File: src/rtl/uart_rx.sv
// UART receiver: 2-flop line synchronizer, majority-vote bit sampling on the
// oversampling tick, and a one-entry holding register with valid/ready handoff.
module uart_rx #(
  parameter int   DATA_BITS    = 8,
  parameter logic PARITY_EN    = 1'b1,
  parameter logic PARITY_TYPE  = 1'b0,
  parameter int   STOP_BITS    = 1,
  parameter int   OVERSAMPLING = 16
) (
  input  logic                 clk,
  input  logic                 rst,
  input  logic                 tick_16x,
  input  logic                 rx_in,
  output logic [DATA_BITS-1:0] rx_data,
  output logic                 rx_valid,
  input  logic                 rx_ready,
  output logic                 parity_err,
  output logic                 frame_err,
  output logic                 overrun,
  output logic                 rx_busy,
  output logic                 rts
);

  localparam int CW = $clog2(OVERSAMPLING);
  localparam int IW = $clog2(DATA_BITS);
  localparam logic [CW-1:0] CNT_LAST = CW'(OVERSAMPLING - 1);
  localparam logic [CW-1:0] CNT_LO   = CW'(OVERSAMPLING / 2 - 1);
  localparam logic [CW-1:0] CNT_MID  = CW'(OVERSAMPLING / 2);
  localparam logic [CW-1:0] CNT_HI   = CW'(OVERSAMPLING / 2 + 1);
  localparam logic [IW-1:0] BIT_LAST = IW'(DATA_BITS - 1);
  localparam logic          STOP_LAST = (STOP_BITS == 2);

  typedef enum logic [2:0] {S_IDLE, S_START, S_DATA, S_PARITY, S_STOP} state_t;

  state_t               state_q;
  logic [CW-1:0]        cnt_q;
  logic [IW-1:0]        bit_idx_q;
  logic                 stop_idx_q;
  logic                 ferr_pend_q;
  logic                 rx_meta_q, rx_s_q;
  logic                 s_lo_q, s_mid_q;
  logic [DATA_BITS-1:0] shift_q;
  logic                 par_q;
  logic [DATA_BITS-1:0] rx_data_q;
  logic                 rx_valid_q, perr_q, ferr_q, overrun_q, busy_q, rts_q;

  logic vote, decide, last_stop, ferr_d, perr_d;

  always_ff @(posedge clk or posedge rst) begin
    if (rst) begin
      rx_meta_q <= 1'b1;
      rx_s_q    <= 1'b1;
    end else begin
      rx_meta_q <= rx_in;
      rx_s_q    <= rx_meta_q;
    end
  end

  // The third vote comes straight from rx_s on the decision tick itself.
  always_comb begin
    vote      = (s_lo_q & s_mid_q) | (s_lo_q & rx_s_q) | (s_mid_q & rx_s_q);
    decide    = tick_16x && (cnt_q == CNT_HI);
    last_stop = decide && (state_q == S_STOP) && (stop_idx_q == STOP_LAST);
    ferr_d    = ferr_pend_q | ~vote;
    perr_d    = PARITY_EN & ((^shift_q) ^ PARITY_TYPE ^ par_q);
  end

  always_ff @(posedge clk) begin
    if (tick_16x) begin
      if (cnt_q == CNT_LO)  s_lo_q  <= rx_s_q;
      if (cnt_q == CNT_MID) s_mid_q <= rx_s_q;
    end
    if (decide && state_q == S_DATA)   shift_q <= {vote, shift_q[DATA_BITS-1:1]};
    if (decide && state_q == S_PARITY) par_q   <= vote;
  end

  always_ff @(posedge clk or posedge rst) begin
    if (rst) begin
      state_q     <= S_IDLE;
      cnt_q       <= '0;
      bit_idx_q   <= '0;
      stop_idx_q  <= 1'b0;
      ferr_pend_q <= 1'b0;
      rx_data_q   <= '0;
      rx_valid_q  <= 1'b0;
      perr_q      <= 1'b0;
      ferr_q      <= 1'b0;
      overrun_q   <= 1'b0;
      busy_q      <= 1'b0;
      rts_q       <= 1'b1;
    end else begin
      overrun_q <= 1'b0;
      if (rx_valid_q && rx_ready) begin
        rx_valid_q <= 1'b0;
        rts_q      <= 1'b1;
      end
      // A consume in the same cycle frees the slot, so the new word still lands.
      if (last_stop) begin
        if (!rx_valid_q || rx_ready) begin
          rx_data_q  <= shift_q;
          perr_q     <= perr_d;
          ferr_q     <= ferr_d;
          rx_valid_q <= 1'b1;
          rts_q      <= 1'b0;
        end else begin
          overrun_q <= 1'b1;
        end
      end
      if (tick_16x) begin
        case (state_q)
          S_IDLE: begin
            if (!rx_s_q) begin
              state_q     <= S_START;
              cnt_q       <= '0;
              busy_q      <= 1'b1;
              ferr_pend_q <= 1'b0;
            end
          end
          S_START: begin
            cnt_q <= cnt_q + 1'b1;
            if (decide && vote) begin
              state_q <= S_IDLE;
              cnt_q   <= '0;
              busy_q  <= 1'b0;
            end else if (cnt_q == CNT_LAST) begin
              state_q   <= S_DATA;
              cnt_q     <= '0;
              bit_idx_q <= '0;
            end
          end
          S_DATA: begin
            cnt_q <= cnt_q + 1'b1;
            if (cnt_q == CNT_LAST) begin
              cnt_q <= '0;
              if (bit_idx_q == BIT_LAST) begin
                state_q    <= PARITY_EN ? S_PARITY : S_STOP;
                stop_idx_q <= 1'b0;
              end else begin
                bit_idx_q <= bit_idx_q + 1'b1;
              end
            end
          end
          S_PARITY: begin
            cnt_q <= cnt_q + 1'b1;
            if (cnt_q == CNT_LAST) begin
              state_q    <= S_STOP;
              cnt_q      <= '0;
              stop_idx_q <= 1'b0;
            end
          end
          S_STOP: begin
            cnt_q <= cnt_q + 1'b1;
            if (last_stop) begin
              state_q <= S_IDLE;
              cnt_q   <= '0;
              busy_q  <= 1'b0;
            end else begin
              if (decide) ferr_pend_q <= ferr_d;
              if (cnt_q == CNT_LAST) begin
                cnt_q      <= '0;
                stop_idx_q <= stop_idx_q + 1'b1;
              end
            end
          end
          default: begin
            state_q <= S_IDLE;
            cnt_q   <= '0;
            busy_q  <= 1'b0;
          end
        endcase
      end
    end
  end

  assign rx_data    = rx_data_q;
  assign rx_valid   = rx_valid_q;
  assign parity_err = perr_q;
  assign frame_err  = ferr_q;
  assign overrun    = overrun_q;
  assign rx_busy    = busy_q;
  assign rts        = rts_q;

endmodule

File: config.mk
export PLATFORM = sky130hd
export DESIGN_NAME = uart_rx
export DESIGN_NICKNAME = d
export VERILOG_FILES = /design/src/rtl/uart_rx.sv
export SDC_FILE = /design/constraint.sdc
export NUM_CORES = 1
export LEC_CHECK = 0
export BUFFER_PORTS_ARGS = -buffer_cell sky130_fd_sc_hd__buf_2
export CORE_MARGIN = 2
export CORE_UTILIZATION = 34
export DETAILED_ROUTE_END_ITERATION = 10
export SYNTH_ARGS = -nofsm -noshare
export SYNTH_HDL_FRONTEND = slang
export SYNTH_SLANG_ARGS = --single-unit
File: constraint.sdc
create_clock -name clk -period 3.9 [get_ports clk]
set_input_delay 0.195 -clock clk [delete_from_list [all_inputs] [get_ports clk]]
set_output_delay 0.195 -clock clk [all_outputs]
set_load 0.1 [all_outputs]
==> results of run 1 <==
## cells by family (layout without fill, tap and decap cells)
family	Yosys count	in the layout	synth area share, %
adders and majority gates	6	6	3.821
DFF	39	39	54.48
and+or+nand+nor	46	46	14.89
xor gates and xnor gates	7	7	3.952
AOI/OAI and AO/OA	26	26	10.15
buffers and inverters	15	33	4.809
muxes	13	13	7.905
## state kept, by name (all words and copies together), names as in the netlist, 3 cells and up
| signal | count |
|---|---|
| rx_data | 8 |
| shift_q | 8 |
| cnt_q | 4 |
| bit_idx_q | 3 |
| state_q | 3 |
## what timing repair did
item                       CTS  global route
hold buffers                 1             0
setup endpoints to repair    0             0
hold endpoints to repair     1             0
## final cells by class
class | instances | area share, %
inverter | 6 | 1.068
clock buffer | 5 | 3.264
timing repair buffer | 19 | 4.748
sequential | 39 | 49.08
clock inverter | 3 | 0.8902
multi-input combinational | 98 | 36.68
tap | 72 | 4.273
## report_power, final
group / internal (W) / switching [W]
Combinational: 0.000122 / 0.000169
Sequential: 0.000465 / 0.0000731
Clock: 0.000125 / 0.000145
Total: 0.000712 / 0.000387
## worst paths after layout
kind                                            from                      to  slack (ns)
worst max register to register  cnt_q[1]$_DFFE_PP0P_  rx_data[5]$_DFFE_PP0P_        1.48
min in group clk                            rx_ready       overrun$_DFF_PP0_        0.21
worst max-delay path            cnt_q[1]$_DFFE_PP0P_  rx_data[5]$_DFFE_PP0P_        1.48
worst min-delay path                             rst  rx_data[2]$_DFFE_PP0P_        0.16
worst min register to register   rx_meta_q$_DFF_PP1_        rx_s_q$_DFF_PP1_        0.36
max in group asynchronous                        rst     rx_busy$_DFFE_PP0P_        3.07
## metal layers
layer	routed length, microns	GRT usage (%)	vias to the layer above
met5	0	0	-
met4	55	5.263	0
li1	-	-	596
met2	1515	19.23	22
met3	159	4.432	5
met1	1542	15.64	597
## layout by cell type (no fill, tap or decap), drive strengths merged, types with 6 or more instances in the layout
master and count:
buf 18, edfxtp 11, mux2 13, inv 7, dfrtp 25, nand3 6, nor2 9
## per-stage QoR
stage / hold slack, ns / cell area (sq um)
after global routing: 0.2230 / 2108
after detailed placement: 0.3025 / 2011
final: 0.1640 / 2108
after CTS: 0.2052 / 2108
after global placement: 0.3000 / 2011
after floorplan: 0.1995 / 1899
==> results.py, run 1 <==
metrics = {
    "outcome": {
        "run_status": "finished clean",
    },
    "pwr": {
        "vdd_ir_drop_max_mv": 0.3483,
        "power_density_mw_per_mm2": 521.3,
        "cellLeakagePower_nw": 0.9571,
        "design_power_total_w": 0.001099,
    },
    "logic_synthesis": {
        "number_of_flops_mapped_to_enable_cells_by_yosys": 11,
        "synth.ff_latch_count": 39,
        "mean_instance_size_in_the_synthesized_netlist_sq_um": 12.50,
        "synth.yosys.seq_area_share_pct": 54.48,
        "post-synth-top-count-cell": "sky130_fd_sc_hd__dfrtp_1",
        "synth_cells": 152,
        "synth_area_leader_cell": "sky130_fd_sc_hd__dfrtp_1",
        "combined_area_of_all_synthesized_cells_sq_mm": 0.001899,
        "yosysWarningCount": 0,
        "netlist-cell-type-count": 50,
        "yosys-top-cells-area": "sky130_fd_sc_hd__dfrtp_1 33%, sky130_fd_sc_hd__edfxtp_1 17%, sky130_fd_sc_hd__mux2_2 6.5%, sky130_fd_sc_hd__dfstp_2 4.2%, sky130_fd_sc_hd__ha_1 3.3%",
        "net_count_synth": 162,
        "asyncSetResetFlopFracSynth_pct": 71.79,
        "synth_common_cells": "25 x sky130_fd_sc_hd__dfrtp_1, 11 x sky130_fd_sc_hd__edfxtp_1, 11 x sky130_fd_sc_hd__mux2_2",
        "ys.flop_type": "sky130_fd_sc_hd__dfrtp_1",
        "synth_top_area_share_pct": 32.94,
    },
    "detailed_routing": {
        "drt_first_pass_iters": 4,
        "routed_via_density": 5.041,
        "drt_iter0_markers": 68,
        "detail_route.wl_per_cell_microns": 13.52,
        "route.final.wire_length_mm": 3.272,
        "detail-route-antenna-nets": 0,
        "via_count": 1220,
        "drt_drc_violations_left": 0,
    },
    "grt": {
        "grt_pass1_wl_mm": 5.809,
        "grt.overflow.total": 0,
        "grt_util_all_layers_pct": 12.39,
        "initial_antenna_violation_count": 0,
        "first_global_vias": 1176,
        "largest_net_degree_at_the_start_of_global_routing": 29,
    },
    "place": {
        "dpl.hpwl_mm": 2.308,
        "buffer_ports.inserted": 18,
        "pre_cts_ws_ns": 1.448,
        "place.detailed.instances": 233,
        "place.gp.congestion": 0.7962,
    },
    "flow_run": {
        "max_cap_violations": 0,
    },
    "floorplan": {
        "floorplan_core_area_sq_mm": 0.005439,
        "dieArea_sq_mm": 0.006200,
        "rows": 27,
        "ios": 19,
        "die_width_microns": 78.74,
        "start_util_pct": 34.92,
        "die_h_microns": 78.74,
    },
    "clocking": {
        "tritoncts_clock_tree": "yes",
        "post_cts_resized": 0,
        "htree_levels": 2,
        "clk_pin_slew_worst_paths_ns": 0.08,
        "worstSkewPairLatency_ns": 0.30,
        "numClockSinks": 39,
        "cts_made_buffers": 5,
        "clockRootBuffer": "sky130_fd_sc_hd__clkbuf_8",
        "post_cts_buffers": 0,
        "cts_max_path_buffers": 2,
    },
    "critical_path": {
        "path_depth": 6,
        "endpoint_kind": "register",
        "ff2ff_path_depth": 6,
        "timing.critical_path.max_delay_family": "simple AND/OR/NAND/NOR gates",
        "setup.worst_path.start_class": "register",
        "timing.critical_path.buf_inv": 1,
        "slowest_cell_on_the_critical_path": "sky130_fd_sc_hd__nor2b_1",
        "ordered_list_of_cells_on_the_worst_path": "inv_1 > ha_1 > and4b_1 > nand3b_1 > nor2b_1 > mux2_2",
        "path_max_fanout": 10,
        "required_time_worst_endpoint_ns": 4.08,
        "worst_setup_path_type": "reg -> reg",
        "cp_data_arrival_time_ns": 2.60,
        "critical_path.max_stage_delay_ns": 0.73,
    },
    "final_layout": {
        "fin_cells": 242,
        "nNetsFinal": 179,
        "fillerInstances": 514,
        "antenna_cells": 0,
        "area.sequential_sq_mm": 0.001035,
        "multi_input_comb_area_sq_um": 773.2,
        "synthToLayoutAreaGrowth_pct": 11.00,
        "post-route-util_pct": 38.76,
        "drive_above_1_share_pct": 28.24,
    },
    "hold_path": {
        "timing.hold.worst.class": "in -> async",
    },
    "sta": {
        "finalCritPeriodShare_pct": 61.95,
        "final_setup_skew_ns": 0.01055,
        "timing_hold_violations_final": 0,
        "fin_tns_setup_ns": 0,
        "rsz0062_at_grt": "no",
        "layout_min_cycle_time_ns": 2.416,
        "max-slew-margin-rel_pct": 23.43,
        "setup_viol": 0,
        "tightest_slew_ns": 1.140,
        "finalMaxSlewViolations": 0,
        "max_clock_freq_mhz": 413.9,
        "final.setup.worst_slack_ns": 1.484,
    },
}
No activity file was read; power rests on OpenSTA's default activity.
==> inputs of run 2 (changes only) <==
Clock period 3.9 ns to 2.3 ns, I/O delays scaled along.
==> results.py, run 2 (synthesis results as in run 1) <==
metrics = {
    "outcome": {
        "run_status": "finished clean",
    },
    "sta": {
        "timing_hold_violations_final": 0,
        "finalMaxSlewViolations": 0,
        "fin_tns_setup_ns": 0,
        "layout_min_cycle_time_ns": 1.936,
        "rsz0062_at_grt": "no",
        "final.setup.worst_slack_ns": 0.3636,
        "max-slew-margin-rel_pct": 57.55,
        "final_setup_skew_ns": 0.003797,
        "finalCritPeriodShare_pct": 84.19,
        "tightest_slew_ns": 0.6309,
        "max_clock_freq_mhz": 516.4,
        "setup_viol": 0,
    },
    "critical_path": {
        "worst_setup_path_type": "reg -> reg",
        "timing.critical_path.max_delay_family": "simple AND/OR/NAND/NOR gates",
        "timing.critical_path.buf_inv": 2,
        "worst_r2r_startpoint": "cnt_q[1]$_DFFE_PP0P_",
        "slowest_cell_on_the_critical_path": "sky130_fd_sc_hd__dfrtp_1",
        "setup.worst_path.start_class": "register",
        "path_max_fanout": 10,
        "worst_setup_path_startpoint": "cnt_q[1]$_DFFE_PP0P_",
        "critical_path.max_stage_delay_ns": 0.41,
        "ordered_list_of_cells_on_the_worst_path": "inv_1 > ha_1 > and4b_1 > nand3b_1 > nor2b_1 > buf_4 > mux2_2",
        "endpoint_kind": "register",
        "r2r_slack_ns": 0.36,
        "required_time_worst_endpoint_ns": 2.48,
        "cp_data_arrival_time_ns": 2.12,
    },
    "clocking": {
        "numClockSinks": 39,
        "cts-hold-fix-buffers": 2,
        "worstSkewPairLatency_ns": 0.29,
        "post_cts_buffers": 0,
        "tritoncts_clock_tree": "yes",
        "post_cts_resized": 0,
        "htree_levels": 2,
        "cts_max_path_buffers": 2,
        "clockRootBuffer": "sky130_fd_sc_hd__clkbuf_8",
        "cts_made_buffers": 5,
        "clk_pin_slew_worst_paths_ns": 0.08,
    },
    "grt": {
        "grt.overflow.total": 0,
        "initial_antenna_violation_count": 0,
        "grt_pass1_wl_mm": 5.927,
        "largest_net_degree_at_the_start_of_global_routing": 29,
        "grt_util_all_layers_pct": 12.51,
        "first_global_vias": 1222,
    },
    "detailed_routing": {
        "routed_via_density": 4.859,
        "drt_first_pass_iters": 4,
        "drt_iter0_markers": 54,
        "route.final.wire_length_mm": 3.381,
        "detail-route-antenna-nets": 0,
        "detail_route.wl_per_cell_microns": 13.63,
        "drt_drc_violations_left": 0,
        "via_count": 1205,
    },
    "floorplan": {
        "ios": 19,
        "floorplan_core_area_sq_mm": 0.005439,
        "die_width_microns": 78.74,
        "start_util_pct": 34.92,
        "rows": 27,
        "dieArea_sq_mm": 0.006200,
        "die_h_microns": 78.74,
    },
    "final_layout": {
        "antenna_cells": 0,
        "final_cell_mix": "25 x sky130_fd_sc_hd__dfrtp_1, 18 x sky130_fd_sc_hd__buf_2, 11 x sky130_fd_sc_hd__mux2_2, 11 x sky130_fd_sc_hd__edfxtp_1, 9 x sky130_fd_sc_hd__nor2_1",
        "final_design_area_no_fill_sq_mm": 0.002181,
        "drive_above_1_share_pct": 30.11,
        "fillerInstances": 521,
        "synthToLayoutAreaGrowth_pct": 14.82,
        "nNetsFinal": 185,
        "layout.cells.most_common": "sky130_fd_sc_hd__dfrtp_1",
    },
    "place": {
        "pre_cts_ws_ns": 0.3576,
        "dpl.hpwl_mm": 2.365,
        "place.gp.congestion": 0.7680,
        "dpl-instance-area_sq_mm": 0.002048,
        "buffer_ports.inserted": 18,
    },
    "pwr": {
        "vdd_ir_drop_max_mv": 0.5132,
        "power_density_mw_per_mm2": 908.8,
        "cellLeakagePower_nw": 1.000,
    },
    "hold_path": {
        "timing.hold.worst.class": "in -> reg",
        "hold_startpoint": "rx_ready",
    },
    "flow_run": {
        "max_cap_violations": 0,
    },
}
run 2: metrics by stage:
| stage | hold WS (ns) | cells | util, % | total power [W] |
|---|---|---|---|---|
| after floorplan | 0.1195 | 152 | - | 0.001357 |
| after global placement | 0.1999 | 238 | 37.66 | 0.001423 |
| after detailed placement | 0.2082 | 238 | 37.66 | 0.001420 |
| after CTS | 0.1278 | 248 | 40.10 | 0.002009 |
| after global routing | 0.1532 | 248 | 40.10 | 0.002117 |
| final | 0.1360 | 248 | 40.10 | 0.001982 |
run 2: final timing paths:
path,end,cells past startpoint
setup / recovery,parity_err$_DFFE_PP0P_,7
min in group asynchronous,rx_data[0]$_DFFE_PP0P_,4
hold reg to reg,rx_s_q$_DFF_PP1_,0
hold / removal,overrun$_DFF_PP0_,3
setup reg to reg,parity_err$_DFFE_PP0P_,7
max in group asynchronous,rx_meta_q$_DFF_PP1_,4
run 2: final cells by class:
type | count | area [sq um] | area share (%)
clock inverters | 3 | 43.79 | 2.008
repair buffers | 25 | 147.6 | 6.770
well taps | 72 | 90.09 | 4.131
flip-flops and latches | 39 | 1035 | 47.45
inverters | 6 | 22.52 | 1.033
clock buffers | 5 | 68.82 | 3.155
multi-input cells | 98 | 773.2 | 35.46
run 2: report_power, final:
part | internal (W) | switching (W) | total (W)
clock network | 0.000323 | 0.000251 | 0.000574
logic | 0.000211 | 0.000287 | 0.000498
registers | 0.000788 | 0.000122 | 0.000909
run 2: routing by layer:
| metal | global-route usage, % | vias up | part of all wire (%) |
|---|---|---|---|
| met5 | 0 | - | 0 |
| met4 | 6.316 | 0 | 1.9 |
| met3 | 3.409 | 5 | 3.6 |
| met2 | 19.49 | 20 | 46 |
| met1 | 15.98 | 574 | 49 |
| li1 | - | 606 | - |
run 2: worst register-to-register path: cells and delay by family (launching register included):
family                   cells  cell delay, ns
multiplexers                 1            0.36
adder cells (fa/ha/maj)      1            0.17
flip-flops                   1            0.41
buffers and inverters        2            0.29
AND/OR/NAND/NOR              3            0.59
